===== src/rtl/cpu_pkg.sv =====
// Shared CPU datapath definitions: machine word width and divider state encoding.
package cpu_pkg;

   localparam int XLEN = 32;

   typedef enum logic [1:0] {
      IDLE = 2'd0,
      RUN  = 2'd1,
      FIX  = 2'd2
   } div_state_t;

endpackage


===== src/rtl/div_step.sv =====
// One restoring-division iteration: shift {rem, q} left by one and try to
// subtract the divisor from the widened partial remainder.
module div_step
   import cpu_pkg::*;
#(
   parameter int WIDTH = XLEN
) (
   input  logic [WIDTH-1:0] rem_in,
   input  logic [WIDTH-1:0] q_in,
   input  logic [WIDTH-1:0] divisor,
   output logic [WIDTH-1:0] rem_out,
   output logic [WIDTH-1:0] q_out
);

   logic [WIDTH:0] shifted;
   logic [WIDTH:0] trial;

   // Trial subtract at WIDTH+1 bits; the top bit is the borrow that says the divisor did not fit.
   always_comb begin
      shifted = {rem_in, q_in[WIDTH-1]};
      trial   = shifted - {1'b0, divisor};
      if (!trial[WIDTH]) begin
         rem_out = trial[WIDTH-1:0];
         q_out   = {q_in[WIDTH-2:0], 1'b1};
      end else begin
         rem_out = shifted[WIDTH-1:0];
         q_out   = {q_in[WIDTH-2:0], 1'b0};
      end
   end

endmodule


===== src/rtl/div_unit.sv =====
// Iterative signed/unsigned integer divider, one quotient bit per clock.
// Operands are reduced to magnitudes on accept, divided unsigned, and the
// signs are reapplied in the FIX state before the results are published.
module div_unit
   import cpu_pkg::*;
#(
   parameter int WIDTH = XLEN
) (
   input  logic             clk,
   input  logic             rst_n,
   input  logic             start,
   input  logic             is_signed,
   input  logic [WIDTH-1:0] dividend,
   input  logic [WIDTH-1:0] divisor,
   output logic             busy,
   output logic             done,
   output logic [WIDTH-1:0] quotient,
   output logic [WIDTH-1:0] remainder,
   output logic             div_by_zero
);

   localparam int CW = $clog2(WIDTH) + 1;
   localparam logic [CW-1:0] LAST_COUNT = CW'(WIDTH - 1);

   div_state_t     state_q, state_d;
   logic [CW-1:0]  count_q, count_d;
   logic [WIDTH-1:0] rem_q, rem_d;
   logic [WIDTH-1:0] work_q, work_d;
   logic [WIDTH-1:0] dmag_q, dmag_d;
   logic           q_neg_q, q_neg_d;
   logic           r_neg_q, r_neg_d;
   logic           zero_q, zero_d;
   logic [WIDTH-1:0] quotient_q, quotient_d;
   logic [WIDTH-1:0] remainder_q, remainder_d;
   logic           done_q, done_d;
   logic           dbz_q, dbz_d;

   logic [WIDTH-1:0] dividend_mag;
   logic [WIDTH-1:0] divisor_mag;
   logic [WIDTH-1:0] step_rem;
   logic [WIDTH-1:0] step_q;

   div_step #(.WIDTH(WIDTH)) u_step (
      .rem_in  (rem_q),
      .q_in    (work_q),
      .divisor (dmag_q),
      .rem_out (step_rem),
      .q_out   (step_q)
   );

   // Operand magnitudes; the most negative value maps onto itself, which is its correct unsigned magnitude.
   always_comb begin
      dividend_mag = (is_signed && dividend[WIDTH-1]) ? -dividend : dividend;
      divisor_mag  = (is_signed && divisor[WIDTH-1])  ? -divisor  : divisor;
   end

   // Next-state and datapath control; published results only move in FIX.
   always_comb begin
      state_d     = state_q;
      count_d     = count_q;
      rem_d       = rem_q;
      work_d      = work_q;
      dmag_d      = dmag_q;
      q_neg_d     = q_neg_q;
      r_neg_d     = r_neg_q;
      zero_d      = zero_q;
      quotient_d  = quotient_q;
      remainder_d = remainder_q;
      dbz_d       = dbz_q;
      done_d      = 1'b0;
      case (state_q)
         IDLE: begin
            if (start) begin
               q_neg_d = is_signed & (dividend[WIDTH-1] ^ divisor[WIDTH-1]);
               r_neg_d = is_signed & dividend[WIDTH-1];
               count_d = '0;
               dmag_d  = divisor_mag;
               if (divisor == '0) begin
                  zero_d  = 1'b1;
                  rem_d   = dividend;
                  work_d  = '1;
                  state_d = FIX;
               end else begin
                  zero_d  = 1'b0;
                  rem_d   = '0;
                  work_d  = dividend_mag;
                  state_d = RUN;
               end
            end
         end
         RUN: begin
            rem_d   = step_rem;
            work_d  = step_q;
            count_d = count_q + 1'b1;
            if (count_q == LAST_COUNT) begin
               state_d = FIX;
            end
         end
         FIX: begin
            done_d  = 1'b1;
            dbz_d   = zero_q;
            state_d = IDLE;
            if (zero_q) begin
               quotient_d  = work_q;
               remainder_d = rem_q;
            end else begin
               quotient_d  = q_neg_q ? -work_q : work_q;
               remainder_d = r_neg_q ? -rem_q  : rem_q;
            end
         end
         default: begin
            state_d = IDLE;
         end
      endcase
   end

   // State and result registers; reset abandons any operation in flight.
   always_ff @(posedge clk or negedge rst_n) begin
      if (!rst_n) begin
         state_q     <= IDLE;
         count_q     <= '0;
         rem_q       <= '0;
         work_q      <= '0;
         dmag_q      <= '0;
         q_neg_q     <= 1'b0;
         r_neg_q     <= 1'b0;
         zero_q      <= 1'b0;
         quotient_q  <= '0;
         remainder_q <= '0;
         done_q      <= 1'b0;
         dbz_q       <= 1'b0;
      end else begin
         state_q     <= state_d;
         count_q     <= count_d;
         rem_q       <= rem_d;
         work_q      <= work_d;
         dmag_q      <= dmag_d;
         q_neg_q     <= q_neg_d;
         r_neg_q     <= r_neg_d;
         zero_q      <= zero_d;
         quotient_q  <= quotient_d;
         remainder_q <= remainder_d;
         done_q      <= done_d;
         dbz_q       <= dbz_d;
      end
   end

   assign busy        = (state_q != IDLE);
   assign done        = done_q;
   assign quotient    = quotient_q;
   assign remainder   = remainder_q;
   assign div_by_zero = dbz_q;

endmodule


===== config.mk =====
export PLATFORM = sky130hd
export DESIGN_NAME = div_unit
export DESIGN_NICKNAME = d
export VERILOG_FILES = /design/src/rtl/cpu_pkg.sv /design/src/rtl/div_step.sv /design/src/rtl/div_unit.sv
export SDC_FILE = /design/constraint.sdc
export NUM_CORES = 1
export LEC_CHECK = 0
export BUFFER_PORTS_ARGS = -buffer_cell sky130_fd_sc_hd__buf_2
export CAP_MARGIN = 0
export CORE_MARGIN = 2
export CORE_UTILIZATION = 61
export CTS_BUF_LIST = sky130_fd_sc_hd__clkbuf_8
export CTS_CLUSTER_DIAMETER = 200
export CTS_CLUSTER_SIZE = 8
export DETAILED_ROUTE_END_ITERATION = 7
export GPL_TIMING_DRIVEN = 0
export PLACE_DENSITY = 0.88
export SLEW_MARGIN = 20
export SYNTH_ARGS = -nofsm -noshare
export SYNTH_HDL_FRONTEND = slang
export SYNTH_SLANG_ARGS = --single-unit

===== constraint.sdc =====
create_clock -name clk -period 4.4 [get_ports clk]
set_input_delay 0.22 -clock clk [delete_from_list [all_inputs] [get_ports clk]]
set_output_delay 0.22 -clock clk [all_outputs]
set_load 0.1 [all_outputs]

==> reports/qor.yml <==
timing:
  worst_pin_slew_ns: 0.8885
  tns_ns: 0
  fmax_ghz: 0.2421
  max-slew-margin-rel: 0.4002
  holdWs_ns: 0.01920
  setup_viol: 0
  period_minus_slack_ns: 4.130
  final_max_slew_viol_count: 0
  timing.final.ws_setup_ns: 0.2703
  worst_clock_skew_ns: 0.01681
  rsz0062_at_grt: "no"
  hold_violations: 0
  min_period_over_period: 0.9386
final_layout:
  final_area_um2: 13070
  final_cells: 1850
  fin_nets: 1708
  area_delta_synth_final_pct: 12.24
  drive_above_1_share: 0.1164
  fin_util: 0.6986
  fill_cells: 1585
pwr:
  p_sw_frac: 0.5115
  p_switching_mw: 4.793
  p_per_area_nw_per_um2: 717.2
  leakage_nw: 5.632
  total_power_mw: 9.372
  combPwrFrac: 0.575
  seqPwrFrac: 0.301
  ir_drop_mv: 0.3575
  p_clk_frac: 0.124
  p_int_mw: 4.578
placed_design:
  pre_cts_slack_ns: 0.4856
  io_buffers: 134
  place_inst: 1816
  gp_congestion: 0.9953
  place_area_um2: 12640
  dp_hpwl_mm: 30.55
clock_network:
  clockBufferDepth: 2
  root_buffer: "clkbuf_8"
  clkTransAtPathRegs_ns: 0.11
  cts_sinks: 173
  post_cts_buffers: 0
  htree_num_levels: 4
  cts_inserted_buffers: 17
  cts_resized: 0
  cts.hold.buffers_added: 1
  cts_tree: "done"
  clk_latency_ns: 0.50
logic_synthesis:
  ys_ff_latch: 173
  synth-edff-count: 0
  yosys_warnings: 0
  syn_area_um2: 11640
  synth.largest_area_cell: "dfrtp_1"
  syn_area_per_cell_um2: 8.046
  muxShareOfSynthArea: 0.002579
  syn-instance-count: 1447
  synth-xor-area-share: 0.1031
  synth_compound_area_frac: 0.2297
  synthAdderAreaFrac: 0.04148
  ys_top_cells_by_area: "dfrtp_1 (37%), nand2_1 (7.6%), o21ai_0 (6.7%), xnor2_1 (5.5%), xor2_1 (4.8%)"
  ys_types: 67
  synthSimpleGateAreaFrac: 0.2056
  syn_nets: 1553
  async_flop_share: 1.000
  ys_seq_area_frac: 0.3718
  synth_top_family_by_area: "compound AO/OA/AOI/OAI gates"
  synthFlopType: "dfrtp_1"
  synth_top_area_share: 0.3718
  synthTopCellsByCount: "nand2_1 (237), dfrtp_1 (173), o21ai_0 (155)"
  post-synth-top-count-cell: "nand2_1"
floorplan:
  die_w_um: 142.2
  ios: 135
  initial_core_util: 0.6224
  core-area_um2: 18710
  floorplan.rows: 50
  die_area_um2: 20210
  die_y_um: 142.2
setup_path:
  worstPathArrival_ns: 4.48
  path_max_fanout: 10
  crit_path_start_kind: "flop"
  crit_type: "reg -> reg"
  cp_num_buf_inv: 2
  path_cells: "inv_1 > ha_1 > fa_1 > nand2b_1 > a21oi_1 > o21ai_1 > o21ai_1 > a311oi_1 > nor3_2 > clkbuf_1 > nor3_1 > a31oi_1 > a31oi_1"
  r2r_slack_ns: 0.27
  crit_path_end_kind: "flop"
  crit_path_max_incr_delay_ns: 0.51
  crit_family: "compound AO/OA/AOI/OAI gates"
  cp.required_ns: 4.75
  cp_slowest_cell: "o21ai_1"
drt:
  wl_mm: 38.81
  vias: 11890
  ant_nets: 0
  first_pass_iters: 6
  drc: 0
  post_drt_wl_per_cell_um: 20.98
  viasPerCell: 6.428
  drt_iter0_drc: 1202
status:
  status: "finished, final reports clean"
grt:
  overflow: 0
  grt_pass1_wl_mm: 59.80
  antenna_found_initial: 0
  grt_pass1_vias: 11050
  grt_max_degree: 102
  grt_usage: 0.3877
hold_path:
  hp-class: "in -> reg"
flow_run:
  cap_violations: 0
-- power groups by stage --
stage / registers, mW / logic (mW) / clock network [mW]
4_1_cts: 2.75 / 5.26 / 1.16
2_1_floorplan: 2.69 / 3.80 / 0
6_report: 2.82 / 5.39 / 1.17
5_1_grt: 2.84 / 5.92 / 1.22
3_3_place_gp: 2.76 / 5.15 / 0
3_5_place_dp: 2.78 / 5.23 / 0
-- state kept, by name, summed over array words and instances (netlist names) --
| register | cells |
|---|---|
| div_by_zero | 1 |
| r_neg_q | 1 |
| count_q | 6 |
| done | 1 |
| zero_q | 1 |
| state_q | 2 |
| work_q | 32 |
| remainder | 32 |
| rem_q | 32 |
| q_neg_q | 1 |
| quotient | 32 |
| dmag_q | 32 |
-- worst register-to-register path, cell delays in order (launching register included) --
cell and delay (ns):
dfrtp_1 0.33, inv_1 0.13, ha_1 0.26, fa_1 0.38, nand2b_1 0.20, a21oi_1 0.25
o21ai_1 0.21, o21ai_1 0.51, a311oi_1 0.28, nor3_2 0.50, clkbuf_1 0.50, nor3_1 0.15
a31oi_1 0.19, a31oi_1 0.10
-- metal layers --
metal  global-route usage  up-vias  wire [um]
li1                     -     5463          -
met1               0.5216     5600      15950
met2               0.6034      715      17000
met3              0.07773      114       4142
met4               0.1847        0       1716
met5                    0        -          0
-- worst paths after layout --
check | start | endpoint | cells after the start
worst max-delay path | work_q[31] | rem_q[17] | 13
worst min-delay path | dividend[1] | rem_q[1] | 3
worst max register to register | work_q[31] | rem_q[17] | 13
worst min register to register | remainder[31] | remainder[31] | 2
max in group asynchronous | rst_n | dmag_q[3] | 3
min in group asynchronous | rst_n | quotient[12] | 2
-- cell usage in the layout (no fill, tap or decap), drive strengths merged, types with 6 or more instances in the layout --
master / n
a211oi: 14
a21o: 19
a21oi: 94
a221o: 8
a31oi: 56
and2: 8
and3: 10
buf: 149
clkbuf: 86
clkinv: 6
dfrtp: 173
ha: 37
inv: 59
nand2: 237
nand2b: 21
nand3: 22
nand4: 14
nor2: 100
nor2b: 9
nor3: 46
nor4: 16
o211ai: 12
o21ai: 159
o31ai: 24
o41ai: 13
or3: 17
or4: 7
xnor2: 73
xor2: 64
-- cell type report --
class / count / area (um2) / area share
clock inverters: 15 / 177.7 / 0.01360
inverters: 53 / 198.9 / 0.01522
plain buffers: 83 / 334.1 / 0.02556
well taps: 234 / 292.8 / 0.02241
repair buffers: 136 / 718.2 / 0.05496
clock buffers: 17 / 234.0 / 0.01791
diodes: 1 / 2.502 / 0.0001915
flip-flops and latches: 173 / 4329 / 0.3313
multi-input cells: 1138 / 6780 / 0.5189
-- logic make-up (layout without fill, tap and decap cells) --
family | Yosys count | in the layout
AND/OR/NAND/NOR | 519 | 519
AO/OA/AOI/OAI | 441 | 441
flip-flops | 173 | 173
XOR/XNOR | 137 | 137
buffers and inverters | 136 | 304
adder cells (fa/ha/maj) | 38 | 38
multiplexers | 3 | 3
other | 0 | 1
(Power assumes the default switching activity.)
